[src/rtl/control_unit_if.sv]
// ----------------------------------------------------------------------------
// control_unit_if
//   Bundles the controller's instruction-ROM, data-RAM, register-file, ALU and
//   debug signals into one bus.
//   master : the controller (drives addresses/strobes/selects, reads im_data)
//   slave  : the datapath/ROM side (drives im_data, observes everything else)
//   Signals:
//     im_data    ROM data, combinational read of im_addr
//     im_addr    ROM address (= PC)
//     d_addr     data RAM address; d_wr data RAM write strobe
//     rf_ra_*    register file port A read address/enable
//     rf_rb_*    register file port B read address/enable
//     rf_w_*     register file write address/strobe
//     rf_s       write-data mux: 0 = ALU result, 1 = data RAM read data
//     alu_s0     ALU function select
//     halted     high while in HALT
//     state_dbg  current state encoding; ir_out IR contents
// ----------------------------------------------------------------------------
interface control_unit_if #(
    parameter int PC_BITS    = 7,
    parameter int INSTR_BITS = 16
);
    logic [INSTR_BITS-1:0] im_data;
    logic [PC_BITS-1:0]    im_addr;
    logic [7:0]            d_addr;
    logic                  d_wr;
    logic [3:0]            rf_ra_addr;
    logic                  rf_ra_rd;
    logic [3:0]            rf_rb_addr;
    logic                  rf_rb_rd;
    logic [3:0]            rf_w_addr;
    logic                  rf_w_wr;
    logic                  rf_s;
    logic [2:0]            alu_s0;
    logic                  halted;
    logic [3:0]            state_dbg;
    logic [INSTR_BITS-1:0] ir_out;

    modport master (
        input  im_data,
        output im_addr, d_addr, d_wr, rf_ra_addr, rf_ra_rd, rf_rb_addr, rf_rb_rd,
               rf_w_addr, rf_w_wr, rf_s, alu_s0, halted, state_dbg, ir_out
    );

    modport slave (
        output im_data,
        input  im_addr, d_addr, d_wr, rf_ra_addr, rf_ra_rd, rf_rb_addr, rf_rb_rd,
               rf_w_addr, rf_w_wr, rf_s, alu_s0, halted, state_dbg, ir_out
    );
endinterface

[src/rtl/control_unit.sv]
// ----------------------------------------------------------------------------
// control_unit
//   Multicycle controller for the 16-bit datapath: fetches from the
//   instruction ROM, decodes, and sequences register-file, data-RAM and ALU
//   strobes. PC and IR live here.
//   Ports:
//     clk      rising-edge clock
//     reset_n  synchronous active-low reset
//     bus      control_unit_if.master (ROM, RAM, RF, ALU and debug signals)
//   Instruction format: {op[15:12], f1[11:8], f2[7:4], f3[3:0]}.
//   All outputs are Moore (state + IR); write strobes are additionally gated
//   by reset_n so nothing is written while reset is held.
// ----------------------------------------------------------------------------
module control_unit #(
    parameter int PC_BITS    = 7,
    parameter int INSTR_BITS = 16
) (
    input  logic           clk,
    input  logic           reset_n,
    control_unit_if.master bus
);
    localparam logic [3:0] S_INIT   = 4'd0;
    localparam logic [3:0] S_FETCH  = 4'd1;
    localparam logic [3:0] S_DECODE = 4'd2;
    localparam logic [3:0] S_LOAD_A = 4'd3;
    localparam logic [3:0] S_LOAD_B = 4'd4;
    localparam logic [3:0] S_STORE  = 4'd5;
    localparam logic [3:0] S_EXEC   = 4'd6;
    localparam logic [3:0] S_HALT   = 4'd7;

    localparam logic [3:0] OP_NOOP  = 4'b0000;
    localparam logic [3:0] OP_LOAD  = 4'b0001;
    localparam logic [3:0] OP_STORE = 4'b0010;
    localparam logic [3:0] OP_ADD   = 4'b0011;
    localparam logic [3:0] OP_SUB   = 4'b0100;
    localparam logic [3:0] OP_HALT  = 4'b0101;
    localparam logic [3:0] OP_XOR   = 4'b0110;
    localparam logic [3:0] OP_OR    = 4'b0111;
    localparam logic [3:0] OP_AND   = 4'b1000;
    localparam logic [3:0] OP_INC   = 4'b1001;
    localparam logic [3:0] OP_MOV   = 4'b1010;

    logic [3:0]            state_q, state_d;
    logic [PC_BITS-1:0]    pc_q, pc_d;
    logic [INSTR_BITS-1:0] ir_q, ir_d;

    logic [3:0] op;
    assign op = ir_q[15:12];

    // ALU select for an opcode; 0 for anything that is not an ALU op, which
    // doubles as the "is ALU op" test in DECODE.
    function automatic logic [2:0] alu_sel(input logic [3:0] opc);
        case (opc)
            OP_ADD:  alu_sel = 3'd1;
            OP_SUB:  alu_sel = 3'd2;
            OP_MOV:  alu_sel = 3'd3;
            OP_XOR:  alu_sel = 3'd4;
            OP_OR:   alu_sel = 3'd5;
            OP_AND:  alu_sel = 3'd6;
            OP_INC:  alu_sel = 3'd7;
            default: alu_sel = 3'd0;
        endcase
    endfunction

    // ---------------- next state ----------------
    always_comb begin
        state_d = state_q;
        pc_d    = pc_q;
        ir_d    = ir_q;
        case (state_q)
            S_INIT:   state_d = S_FETCH;
            S_FETCH: begin
                ir_d    = bus.im_data;
                pc_d    = pc_q + PC_BITS'(1);   // wraps naturally
                state_d = S_DECODE;
            end
            S_DECODE: begin
                if (op == OP_LOAD)             state_d = S_LOAD_A;
                else if (op == OP_STORE)       state_d = S_STORE;
                else if (op == OP_HALT)        state_d = S_HALT;
                else if (alu_sel(op) != 3'd0)  state_d = S_EXEC;
                else                           state_d = S_FETCH;  // NOOP / illegal
            end
            S_LOAD_A: state_d = S_LOAD_B;
            S_LOAD_B: state_d = S_FETCH;
            S_STORE:  state_d = S_FETCH;
            S_EXEC:   state_d = S_FETCH;
            S_HALT:   state_d = S_HALT;
            default:  state_d = S_INIT;          // unused encodings recover
        endcase
    end

    always_ff @(posedge clk) begin
        if (!reset_n) begin
            state_q <= S_INIT;
            pc_q    <= '0;
            ir_q    <= '0;
        end else begin
            state_q <= state_d;
            pc_q    <= pc_d;
            ir_q    <= ir_d;
        end
    end

    // ---------------- Moore outputs ----------------
    logic       d_wr_raw, rf_w_wr_raw;
    logic [7:0] d_addr;
    logic [3:0] ra_addr, rb_addr, w_addr;
    logic       ra_rd, rb_rd, rf_s, halted;
    logic [2:0] alu_s0;

    always_comb begin
        d_addr      = '0;
        d_wr_raw    = 1'b0;
        ra_addr     = '0;
        ra_rd       = 1'b0;
        rb_addr     = '0;
        rb_rd       = 1'b0;
        w_addr      = '0;
        rf_w_wr_raw = 1'b0;
        rf_s        = 1'b0;
        alu_s0      = '0;
        halted      = 1'b0;
        case (state_q)
            S_LOAD_A: begin
                // RAM read is registered; data appears in LOAD_B
                d_addr = ir_q[11:4];
                rf_s   = 1'b1;
            end
            S_LOAD_B: begin
                d_addr      = ir_q[11:4];
                rf_s        = 1'b1;
                w_addr      = ir_q[3:0];
                rf_w_wr_raw = 1'b1;
            end
            S_STORE: begin
                d_addr   = ir_q[11:4];
                ra_addr  = ir_q[3:0];
                ra_rd    = 1'b1;
                d_wr_raw = 1'b1;
            end
            S_EXEC: begin
                ra_addr     = ir_q[11:8];
                ra_rd       = 1'b1;
                rb_addr     = ir_q[7:4];
                rb_rd       = 1'b1;
                alu_s0      = alu_sel(op);
                w_addr      = ir_q[3:0];
                rf_w_wr_raw = 1'b1;
            end
            S_HALT:  halted = 1'b1;
            default: ;
        endcase
    end

    assign bus.im_addr    = pc_q;
    assign bus.d_addr     = d_addr;
    assign bus.d_wr       = d_wr_raw & reset_n;
    assign bus.rf_ra_addr = ra_addr;
    assign bus.rf_ra_rd   = ra_rd;
    assign bus.rf_rb_addr = rb_addr;
    assign bus.rf_rb_rd   = rb_rd;
    assign bus.rf_w_addr  = w_addr;
    assign bus.rf_w_wr    = rf_w_wr_raw & reset_n;
    assign bus.rf_s       = rf_s;
    assign bus.alu_s0     = alu_s0;
    assign bus.halted     = halted;
    assign bus.state_dbg  = state_q;
    assign bus.ir_out     = ir_q;
endmodule

[src/flat_wrapper.sv]
// flat-port wrapper written by rule: the top's interface ports become plain ports
module control_unit_flat 
#(
    parameter int PC_BITS    = 7,
    parameter int INSTR_BITS = 16
)
  (clk, reset_n, bus_im_data, bus_im_addr, bus_d_addr, bus_d_wr, bus_rf_ra_addr, bus_rf_ra_rd, bus_rf_rb_addr, bus_rf_rb_rd, bus_rf_w_addr, bus_rf_w_wr, bus_rf_s, bus_alu_s0, bus_halted, bus_state_dbg, bus_ir_out);
  control_unit_if #(.PC_BITS(PC_BITS), .INSTR_BITS(INSTR_BITS)) bus_i ();
  input  logic clk;
  input  logic reset_n;
  input wire logic [$bits(bus_i.im_data)-1:0] bus_im_data;
  output wire logic [$bits(bus_i.im_addr)-1:0] bus_im_addr;
  output wire logic [$bits(bus_i.d_addr)-1:0] bus_d_addr;
  output wire logic [$bits(bus_i.d_wr)-1:0] bus_d_wr;
  output wire logic [$bits(bus_i.rf_ra_addr)-1:0] bus_rf_ra_addr;
  output wire logic [$bits(bus_i.rf_ra_rd)-1:0] bus_rf_ra_rd;
  output wire logic [$bits(bus_i.rf_rb_addr)-1:0] bus_rf_rb_addr;
  output wire logic [$bits(bus_i.rf_rb_rd)-1:0] bus_rf_rb_rd;
  output wire logic [$bits(bus_i.rf_w_addr)-1:0] bus_rf_w_addr;
  output wire logic [$bits(bus_i.rf_w_wr)-1:0] bus_rf_w_wr;
  output wire logic [$bits(bus_i.rf_s)-1:0] bus_rf_s;
  output wire logic [$bits(bus_i.alu_s0)-1:0] bus_alu_s0;
  output wire logic [$bits(bus_i.halted)-1:0] bus_halted;
  output wire logic [$bits(bus_i.state_dbg)-1:0] bus_state_dbg;
  output wire logic [$bits(bus_i.ir_out)-1:0] bus_ir_out;
  assign bus_i.im_data = bus_im_data;
  assign bus_im_addr = bus_i.im_addr;
  assign bus_d_addr = bus_i.d_addr;
  assign bus_d_wr = bus_i.d_wr;
  assign bus_rf_ra_addr = bus_i.rf_ra_addr;
  assign bus_rf_ra_rd = bus_i.rf_ra_rd;
  assign bus_rf_rb_addr = bus_i.rf_rb_addr;
  assign bus_rf_rb_rd = bus_i.rf_rb_rd;
  assign bus_rf_w_addr = bus_i.rf_w_addr;
  assign bus_rf_w_wr = bus_i.rf_w_wr;
  assign bus_rf_s = bus_i.rf_s;
  assign bus_alu_s0 = bus_i.alu_s0;
  assign bus_halted = bus_i.halted;
  assign bus_state_dbg = bus_i.state_dbg;
  assign bus_ir_out = bus_i.ir_out;
  control_unit #(.PC_BITS(PC_BITS), .INSTR_BITS(INSTR_BITS)) u_core (.clk(clk), .reset_n(reset_n), .bus(bus_i));
endmodule
[config.mk]
export PLATFORM = sky130hd
export DESIGN_NAME = control_unit_flat
export DESIGN_NICKNAME = d
export VERILOG_FILES = /design/src/rtl/control_unit_if.sv /design/src/rtl/control_unit.sv /design/src/flat_wrapper.sv
export SDC_FILE = /design/constraint.sdc
export NUM_CORES = 1
export LEC_CHECK = 0
export CORE_MARGIN = 10
export CORE_UTILIZATION = 27
export CTS_CLUSTER_SIZE = 30
export DETAILED_ROUTE_END_ITERATION = 7
export GPL_TIMING_DRIVEN = 0
export PLACE_DENSITY_LB_ADDON = 0.15
export SYNTH_ARGS = -nofsm -noshare
export SYNTH_HDL_FRONTEND = slang
export SYNTH_SLANG_ARGS = --single-unit
[constraint.sdc]
create_clock -name clk -period 2.1 [get_ports clk]
set_clock_uncertainty 0.15 [all_clocks]
set_input_delay 0.21 -clock clk [delete_from_list [all_inputs] [get_ports clk]]
set_output_delay 0.21 -clock clk [all_outputs]
set_load 0.01 [all_outputs]
==> flow_summary.json, run 1 <==
{
  "htree_num_levels": 1,
  "cts_tree": "built",
  "grt_first_pass_wirelength_um": 7940,
  "reg2reg_from": "u_core.bus.state_dbg[0]",
  "cts.sinks": 26,
  "vdd_drop_max_mv": 0.347,
  "ios": 74,
  "track_usage": 0.115,
  "clock.fmax_mhz": 495,
  "overflow": 0,
  "cp.arrival_ns": 1.66,
  "min-delay-start": "bus_im_data[3]",
  "gp_congestion": 0.727,
  "cp.required_ns": 1.74,
  "start_kind": "flop",
  "num_rows": 25,
  "crit_slowest_cell": "clkdlybuf4s50_1",
  "power_density_mw_per_mm2": 536,
  "min-delay-path-class": "in2reg",
  "ys_types": 38,
  "io_buffers": 72,
  "dp_hpwl_um": 3780,
  "max-cap-violations": 0,
  "holdWs_ns": 0.327,
  "clk-insertion-delay-late_ns": 0.27,
  "syn_to_final_growth_pct": 67.4,
  "async_flop_share": 0,
  "ant_nets": 0,
  "start_util": 0.283,
  "crit_path_max_fanout": 10,
  "p_leak_nw": 0.930,
  "clock_path_buffers": 2,
  "cpPeakStageDelay_ns": 0.54,
  "cts_hold_buf": 0,
  "drtIter0Drc": 81,
  "slew_violations": 0,
  "synth-edff-count": 0,
  "final_util": 0.474,
  "crit_chain": "buf_4 > nor2b_4 > and3_1 > clkdlybuf4s50_1",
  "setup_viol_count_final": 0,
  "die_w_um": 91.1,
  "wl_per_cell_um": 15.1,
  "ys_seq_area_frac": 0.382,
  "ys_warn_count": 0,
  "antenna_found_initial": 0,
  "cts-root-buf": "clkbuf_8",
  "drive_gt1_frac": 0.133,
  "firstDrtPassIters": 4,
  "endpoint_kind": "primary output",
  "crit_type": "reg2out",
  "timing.critical_path.from": "u_core.bus.state_dbg[0]",
  "grt_start_max_net_pins": 15,
  "cts_made_buffers": 3,
  "synthFlopType": "dfxtp_1",
  "synthCells": 183,
  "clk_pin_slew_ns": 0.09,
  "antenna_cells": 0,
  "routed_wl_um": 4980,
  "worst_pin_slew_ns": 0.630,
  "core-area_mm2": 0.00482,
  "nets": 283,
  "synth.avg_cell_area_um2": 7.45,
  "post_drt_via_cell_ratio": 4.60,
  "rsz0062_at_grt": "no",
  "ys_ff_latch": 26,
  "drc": 0,
  "dieArea_mm2": 0.00829,
  "grt_pass1_vias": 1457,
  "slew_headroom": 0.578,
  "outcome": "completed",
  "netlist_area_mm2": 0.00136,
  "finalHoldViolations": 0,
  "die_h_um": 91.1,
  "synth_nets": 202,
  "fin_crit_sh": 0.961,
  "vias": 1519,
  "period_minus_slack_ns": 2.02
}
power breakdown:
| group | total, W | internal (W) | switching (W) |
|---|---|---|---|
| Clock | 0.000329 | 0.000168 | 0.000162 |
| Combinational | 0.000333 | 0.000171 | 0.000162 |
| Sequential | 0.000561 | 0.000527 | 0.0000344 |
final timing paths:
path	end	slack [ns]	cells after the start
hold / removal	u_core.bus.ir_out[3]	0.33	3
setup reg to reg	u_core.bus.im_addr[6]	0.22	5
setup / recovery	bus_d_wr	0.08	4
hold reg to reg	u_core.bus.im_addr[6]	0.34	2
cell usage after synthesis, types with 2 or more instances:
master,instances,share of area
nor2b_1,3,0.014
or4_1,2,0.011
nand2_1,39,0.11
or3_1,3,0.014
o31ai_1,3,0.017
nand3b_1,3,0.017
xnor2_1,2,0.013
inv_1,4,0.011
a21oi_1,27,0.099
o21ai_0,4,0.015
and2_1,13,0.060
nand3_1,2,0.0073
dfxtp_1,26,0.38
nor2_1,9,0.025
buf_2,2,0.0073
and3_1,5,0.023
a22oi_1,4,0.022
buf_4,2,0.011
clkbuf_1,11,0.030
layout make-up:
cell class	count	area [um^2]
Inverter	5	23.8
Tap cell	67	83.8
Clock buffer	4	55.1
Sequential cell	26	523
Timing Repair Buffer	77	711
Buffer	14	96.3
Fill cell	526	2530
Multi-Input combinational cell	137	791
registers in the layout, indices dropped and copies added (netlist names):
name and count:
u_core.bus.ir_out 16, u_core.bus.state_dbg 3, u_core.bus.im_addr 7
placed cells by master, fill, tap and decap left out, types with 3 or more instances in the layout:
| cell type | synthesis | final |
|---|---|---|
| clkdlybuf4s50_1 | 0 | 48 |
| buf_4 | 2 | 8 |
| clkbuf_1 | 11 | 6 |
| o21ai_0 | 4 | 4 |
| inv_1 | 4 | 3 |
| o31ai_1 | 3 | 3 |
| clkdlybuf4s15_1 | 0 | 4 |
| and2_1 | 13 | 13 |
| or3_1 | 3 | 3 |
| nand2_1 | 39 | 38 |
| dlygate4sd2_1 | 0 | 14 |
| nor2_1 | 9 | 9 |
| clkbuf_2 | 0 | 6 |
| nand3b_1 | 3 | 3 |
| a22oi_1 | 4 | 4 |
| a21oi_1 | 27 | 27 |
| and3_1 | 5 | 5 |
| dfxtp_1 | 26 | 24 |
| clkbuf_8 | 0 | 6 |
critical path: cells and delay by family (launching register included):
family	cells	cell delay, ns
buffers and inverters	2	0.72
AND/OR/NAND/NOR	2	0.34
flip-flops	1	0.34
layer usage:
layer | vias to the layer above | share of wire | track usage
li1 | 778 | - | -
met1 | 675 | 0.42 | 0.133
met4 | 0 | 0.0066 | 0.0235
met2 | 62 | 0.45 | 0.183
met5 | - | 0 | 0
met3 | 4 | 0.12 | 0.0642
metrics by stage:
step                      worst slack [ns]  instance area, um^2  total power [W]  setup TNS (ns)  instances
after floorplan                      0.273                 1360         0.000722               0        183
after global placement              -0.459                 2170         0.000879           -8.53        322
after detailed placement            -0.450                 2170         0.000880           -8.37        322
after CTS                          0.00635                 2290          0.00123               0        330
after global routing               0.00308                 2280          0.00130               0        330
final                               0.0815                 2280          0.00122               0        330
cells by family after synthesis:
| logic type | count (synthesis) | synth area share |
|---|---|---|
| xor gates and xnor gates | 3 | 0.0193 |
| DFF | 26 | 0.382 |
| other | 1 | 0.00275 |
| buffers and inverters | 20 | 0.0624 |
| muxes | 2 | 0.0156 |
| adders and majority gates | 1 | 0.00917 |
| AOI/OAI and AO/OA | 45 | 0.194 |
| and+or+nand+nor | 85 | 0.316 |
repair_timing:
item                                    CTS  global route
endpoints found under the hold margin     0             0
resized for setup                        45            20
buffers inserted                          4             1
endpoints found under the setup margin   29            16
Note: power is estimated with default switching activity, not from simulation.
==> run 2, diff against run 1 <==
--- a/config.mk
+++ b/config.mk
@@ -7,6 +7,7 @@
 export LEC_CHECK = 0
 export CORE_MARGIN = 10
 export CORE_UTILIZATION = 27
+export CTS_BUF_LIST = sky130_fd_sc_hd__clkbuf_8 sky130_fd_sc_hd__clkbuf_16
 export CTS_CLUSTER_SIZE = 30
 export DETAILED_ROUTE_END_ITERATION = 7
 export GPL_TIMING_DRIVEN = 0
==> results of run 2 <==
Final layout, timing and power as in run 1 (identical DEF).
